<file path="config.mk">
export PLATFORM = sky130hd
export DESIGN_NAME = hja_debug_probe
export DESIGN_NICKNAME = d
export VERILOG_FILES = /design/src/rtl/hja_dbg_pkg.sv /design/src/rtl/hja_trace_ring.sv /design/src/rtl/hja_debug_probe.sv
export SDC_FILE = /design/constraint.sdc
export NUM_CORES = 1
export LEC_CHECK = 0
export BUFFER_PORTS_ARGS = -buffer_cell sky130_fd_sc_hd__buf_2
export CAP_MARGIN = 40
export CORE_AREA = 2 2 520 522
export DETAILED_ROUTE_END_ITERATION = 10
export DIE_AREA = 0 0 522 524
export MAX_ROUTING_LAYER = met4
export PLACE_DENSITY = 0.3
export SYNTH_ARGS = -nofsm -noshare
export SYNTH_HDL_FRONTEND = slang
export SYNTH_HIERARCHICAL = 1
export SYNTH_SLANG_ARGS = --single-unit
</file>
<file path="constraint.sdc">
create_clock -name clk -period 8.45 [get_ports clk]
set_input_delay 2.1125 -clock clk [delete_from_list [all_inputs] [get_ports clk]]
set_output_delay 2.1125 -clock clk [all_outputs]
set_load 0.02 [all_outputs]
</file>
<file path="src/rtl/hja_dbg_pkg.sv">
// Shared definitions for the LED debug probe: display modes and switch field positions.
package hja_dbg_pkg;

    typedef enum logic [1:0] {
        DBG_LIVE   = 2'b00,
        DBG_FREEZE = 2'b01,
        DBG_STICKY = 2'b10,
        DBG_TRACE  = 2'b11
    } dbg_mode_e;

    localparam int SEL_MSB  = 15;
    localparam int SEL_LSB  = 8;
    localparam int MODE_MSB = 7;
    localparam int MODE_LSB = 6;
    localparam int IDX_MSB  = 3;
    localparam int IDX_LSB  = 0;
    localparam int IDX_W    = IDX_MSB - IDX_LSB + 1;

endpackage

</file>
<file path="src/rtl/hja_trace_ring.sv">
// Change-trace ring: records each distinct value of v while enabled, readable by age (idx 0 = newest).
module hja_trace_ring
    import hja_dbg_pkg::*;
#(
    parameter int W     = 16,
    parameter int DEPTH = 16
) (
    input  logic             clk,
    input  logic             rst,
    input  logic             clear,
    input  logic             en,
    input  logic [W-1:0]     v,
    input  logic [IDX_W-1:0] idx,
    output logic [W-1:0]     rd_data,
    output logic [4:0]       count
);

    localparam int PW = (DEPTH > 1) ? $clog2(DEPTH) : 1;

    logic [W-1:0]  buf_mem [DEPTH];
    logic [PW-1:0] wr_ptr;
    logic [PW-1:0] wr_addr;
    logic [PW-1:0] rd_ptr;
    logic [W-1:0]  prev;
    logic          write;

    // A clear while enabled restarts the ring with the current value at slot 0.
    assign write   = en && (clear || (v != prev));
    assign wr_addr = clear ? '0 : wr_ptr;

    always_ff @(posedge clk) begin
        if (!rst && write) begin
            buf_mem[wr_addr] <= v;
        end
    end

    always_ff @(posedge clk) begin
        if (rst) begin
            wr_ptr <= '0;
            count  <= '0;
            prev   <= '0;
        end else if (clear) begin
            if (en) begin
                wr_ptr <= PW'(1);
                count  <= 5'd1;
                prev   <= v;
            end else begin
                count  <= '0;
            end
        end else if (en && (v != prev)) begin
            wr_ptr <= wr_ptr + PW'(1);
            prev   <= v;
            if (count != 5'(DEPTH)) begin
                count <= count + 5'd1;
            end
        end
    end

    // Pointer arithmetic wraps naturally modulo DEPTH (power of two).
    assign rd_ptr  = wr_ptr - PW'(1) - idx[PW-1:0];
    assign rd_data = ({1'b0, idx} < count) ? buf_mem[rd_ptr] : '0;

endmodule

</file>
<file path="src/rtl/hja_debug_probe.sv">
// Board LED debug selector: picks one probe channel by switches and shows it live, frozen, OR-accumulated or as a change trace.
module hja_debug_probe
    import hja_dbg_pkg::*;
#(
    parameter int NCH   = 80,
    parameter int W     = 16,
    parameter int DEPTH = 16
) (
    input  logic             clk,
    input  logic             rst,
    input  logic [15:0]      sw,
    input  logic [NCH*W-1:0] probe_bus,
    output logic [W-1:0]     led_data,
    output logic [4:0]       trace_count,
    output logic             armed
);

    logic [15:0]      sw_meta;
    logic [15:0]      sw_sync;
    logic [7:0]       sel;
    dbg_mode_e        mode;
    logic [IDX_W-1:0] idx;
    logic [W-1:0]     v;
    logic             arm;
    logic [7:0]       sel_q;
    dbg_mode_e        mode_q;
    logic [W-1:0]     snap;
    logic [W-1:0]     acc;
    logic [W-1:0]     trace_rd;
    logic             unused_sw;

    // Switches are asynchronous to clk; everything downstream sees only sw_sync.
    always_ff @(posedge clk) begin
        if (rst) begin
            sw_meta <= '0;
            sw_sync <= '0;
        end else begin
            sw_meta <= sw;
            sw_sync <= sw_meta;
        end
    end

    assign sel       = sw_sync[SEL_MSB:SEL_LSB];
    assign mode      = dbg_mode_e'(sw_sync[MODE_MSB:MODE_LSB]);
    assign idx       = sw_sync[IDX_MSB:IDX_LSB];
    assign unused_sw = ^sw_sync[5:4];

    // Selects past the last channel show the switch word itself.
    always_comb begin
        v = W'(sw_sync);
        if ({1'b0, sel} < 9'(NCH)) begin
            v = probe_bus[int'(sel)*W +: W];
        end
    end

    assign arm = (mode != mode_q) || (sel != sel_q);

    hja_trace_ring #(
        .W     (W),
        .DEPTH (DEPTH)
    ) u_ring (
        .clk     (clk),
        .rst     (rst),
        .clear   (arm),
        .en      (mode == DBG_TRACE),
        .v       (v),
        .idx     (idx),
        .rd_data (trace_rd),
        .count   (trace_count)
    );

    always_ff @(posedge clk) begin
        if (rst) begin
            led_data <= '0;
            armed    <= 1'b0;
            mode_q   <= DBG_LIVE;
            sel_q    <= '0;
            snap     <= '0;
            acc      <= '0;
        end else begin
            armed  <= arm;
            mode_q <= mode;
            sel_q  <= sel;
            case (mode)
                DBG_LIVE: begin
                    led_data <= v;
                end
                DBG_FREEZE: begin
                    if (arm) begin
                        snap     <= v;
                        led_data <= v;
                    end else begin
                        led_data <= snap;
                    end
                end
                DBG_STICKY: begin
                    if (arm) begin
                        acc      <= v;
                        led_data <= v;
                    end else begin
                        acc      <= acc | v;
                        led_data <= acc | v;
                    end
                end
                DBG_TRACE: begin
                    // The ring is being restarted on an arm edge, so nothing valid to show yet.
                    led_data <= arm ? '0 : trace_rd;
                end
                default: begin
                    led_data <= v;
                end
            endcase
        end
    end

endmodule

</file>
==> results.md <==
- Clock latency on the worst-skew pair: about 640 ps
- Ys Warns: 6
- Predominant post-synthesis flop cell: edfxtp_1
- Sequential power share: roughly 37%
- Slew headroom: between 10% and 20%
- Worst Skew: about 46 ps
- DIE AREA: approximately 0.27 mm2
- CTS tree: built
- Final WL: approximately 230000 um
- Worst Setup SP: probe_bus[527]
- Req. time, crit path: 8760 ps
- Synthesized instance count: about 1700
- Synth Net Count: ~3000
- Final-report hold violation count: 0
- Worst-path clk slew: about 60 ps
- PnR worst setup slack: around 1400 ps
- Core Box Area: 0.267 mm2
- Die Wd: about 520 um
- # nets final: around 4300
- Layout cells sized above 1: about 65%
- CTS Hold Bufs: 0
- Setup crit end kind: flip-flop
- Pint: between 3 and 4 mW
- Post-Route Setup TNS: 0 ps
- Startpoint Class: input pin
- IO Pins: roughly 1300
- Post-synthesis sequential area ratio: roughly 39%
- Port bufs: about 1300
- CTS sink count: 372
- F_max: around 140 MHz
- DR iter-0 viols: 1748
- CTS Buffer Depth: 3
- Critical path, cell by cell: buf_2, mux4_2, mux4_2, mux2i_1, nor3_1, nor4_2, inv_1, xnor2_1, nand4_1, nor4_4, buf_4, or4_1, nor2_1, buf_4
- Status: finished, final reports clean
- Grt ovf: 0
- Clk network pwr share: a little over a third
- Initial core utilization: under 10%
- Synth top area cells: mux4_2, edfxtp_1, dfxtp_1
- Worst vdd ir: 131 uV
- Residual DRC count: 0
- Placer Congestion: roughly 0.96
- Die H: between 500 and 600 um
- Postcts setup bufs: 0
- Psw: 1.73 mW
- P_leak: ~14 nW
- Crit path arrival time: about 7300 ps
- Layout area overhead: 52.7%
- Vias per std cell: roughly 3.6
- First-pass GRT wire length: ~290000 um
- Root Buffer Master: clkbuf_16
- Slew @ Worst Pin: 1200 ps
- Synthesized area: between 0.02 and 0.03 mm2
- Yosys cell types: around 70
- Gr usage total: 16.9%
- Switching fraction of total power: between 30% and 40%
- CP top delay family: simple AND/OR/NAND/NOR gates
- Setup slack at placement: between 700 and 800 ps
- Avg Inst Size Synth: between 10 and 15 um2
- H-tree Lvls: 2
- Part of the power in combinational logic: 26.9%
- Hold crit path type: flip-flop to flip-flop
- Detail Route Antenna Nets: 0
- Dpl hpwl: around 200000 um
- Max_cap viols: 0
- CP max-delay cell: nor2_1
- Crit Path Max Fanout: 18
- EDFF count, synth: 256
- Vias: about 24000
- Power density over the cells: between 100 and 150 mW/mm2
- Cts bufs inserted: 47
- #FFs+latches synth: 372
- Endpoints failing setup: 0
- Setup Crit Path Kind: input pin to flip-flop
- CP bufs+invs: 4
- Initial DRT Pass Iterations: 5
- Row cnt: 190
- WHS: between 400 and 500 ps
- Yosys top cell area share: 37.7%
- Crit path largest cell delay: about 700 ps
- Post-CTS Resized: 0
- Final Critical Period: about 7000 ps
- Pin count of the biggest net entering global routing: roughly 80
- Min-delay src: sw_meta[2]
- Leading cell type by number of instances after synthesis: mux4_2
- Max-slew violation count: 0
- Area leader, netlist: mux4_2
- WL/cell: around 34 um
- Initial antenna violation count: around 220
- Top post-synthesis cells by count: mux4_2, edfxtp_1, dfxtp_1
- Final period util: 83.1%
- FF-to-FF Start: sw_sync[9]
- RSZ-0062 raised after global routing: no
- Vias in the first global route: 25400
- Post-synth ARST share: 0%
-- logic make-up (layout without fill, tap and decap cells) --
logic type | after synthesis | in the layout | share of synthesized area (%)
mux | 515 | 515 | 41.3
flops | 372 | 372 | 39.4
simple gates | 325 | 325 | 6.32
compound gates | 255 | 255 | 7.23
buf+inv | 204 | 1562 | 4.24
xor+xnor | 29 | 29 | 1.00
fa+ha+maj | 10 | 10 | 0.522
other cells | 0 | 162 | 0
-- per-stage QoR --
step,power [mW],utilization [%],instance area [um2],instances
6_report,5.51,14.5,38800,6782
2_1_floorplan,2.69,-,25400,1710
5_1_grt,5.74,14.5,38700,6758
3_5_place_dp,3.62,13.8,36900,6535
3_3_place_gp,3.61,13.7,36700,6520
4_1_cts,5.64,14.3,38400,6620
-- sequential cells by signal, summed over array words and instances (netlist names) --
register and cells:
u_ring/buf_mem 256, acc 16, led_data 16, snap 16, sw_meta 16, sw_sync 16
u_ring/prev 16, sel_q 8, u_ring/count 5, u_ring/wr_ptr 4, mode_q 2, armed 1
-- path summary, 6_finish.rpt --
path / slack [ps] / to / cells past startpoint
worst min-delay path: 430 / sw_sync[2] / 1
worst max-delay path: 1430 / u_ring/buf_mem[9][5] / 14
worst max register to register: 1790 / u_ring/buf_mem[9][5] / 14
worst min register to register: 430 / sw_sync[2] / 1
-- area by class of cell --
class	count	area [um2]
tap	3552	4440
clock buffer	66	1350
sequential	372	10000
clock inverter	19	124
multi-input combinational	1134	14500
timing repair buffer	1446	7840
antenna	162	405
inverter	31	121
fill	30200	229000
-- power by group through the flow --
| stage | Combinational (mW) | Sequential [mW] | Clock (mW) |
|---|---|---|---|
| after floorplan | 0.604 | 2.08 | 0 |
| after global placement | 1.52 | 2.09 | 0 |
| after detailed placement | 1.53 | 2.09 | 0 |
| after CTS | 1.54 | 2.05 | 2.05 |
| after global routing | 1.58 | 2.05 | 2.12 |
| final | 1.48 | 2.05 | 1.98 |
-- routing by layer --
metal | vias up | track usage (%) | wire [um]
met2 | 1268 | 29.6 | 119000
met4 | 0 | 5.59 | 10100
met3 | 362 | 3.86 | 14300
met5 | - | - | 0
met1 | 12500 | 18.9 | 90600
li1 | 10100 | - | -
-- cell usage in the layout, fill, tap and decap left out, drive strengths merged, types with 39 or more instances in the layout --
cell,n
nand2,78
edfxtp,256
clkbuf,66
mux2i,85
dfxtp,116
nor2b,68
nor2,91
diode,162
mux4,425
buf,1445
a21oi,39
No activity file was read; power rests on OpenSTA's default activity.
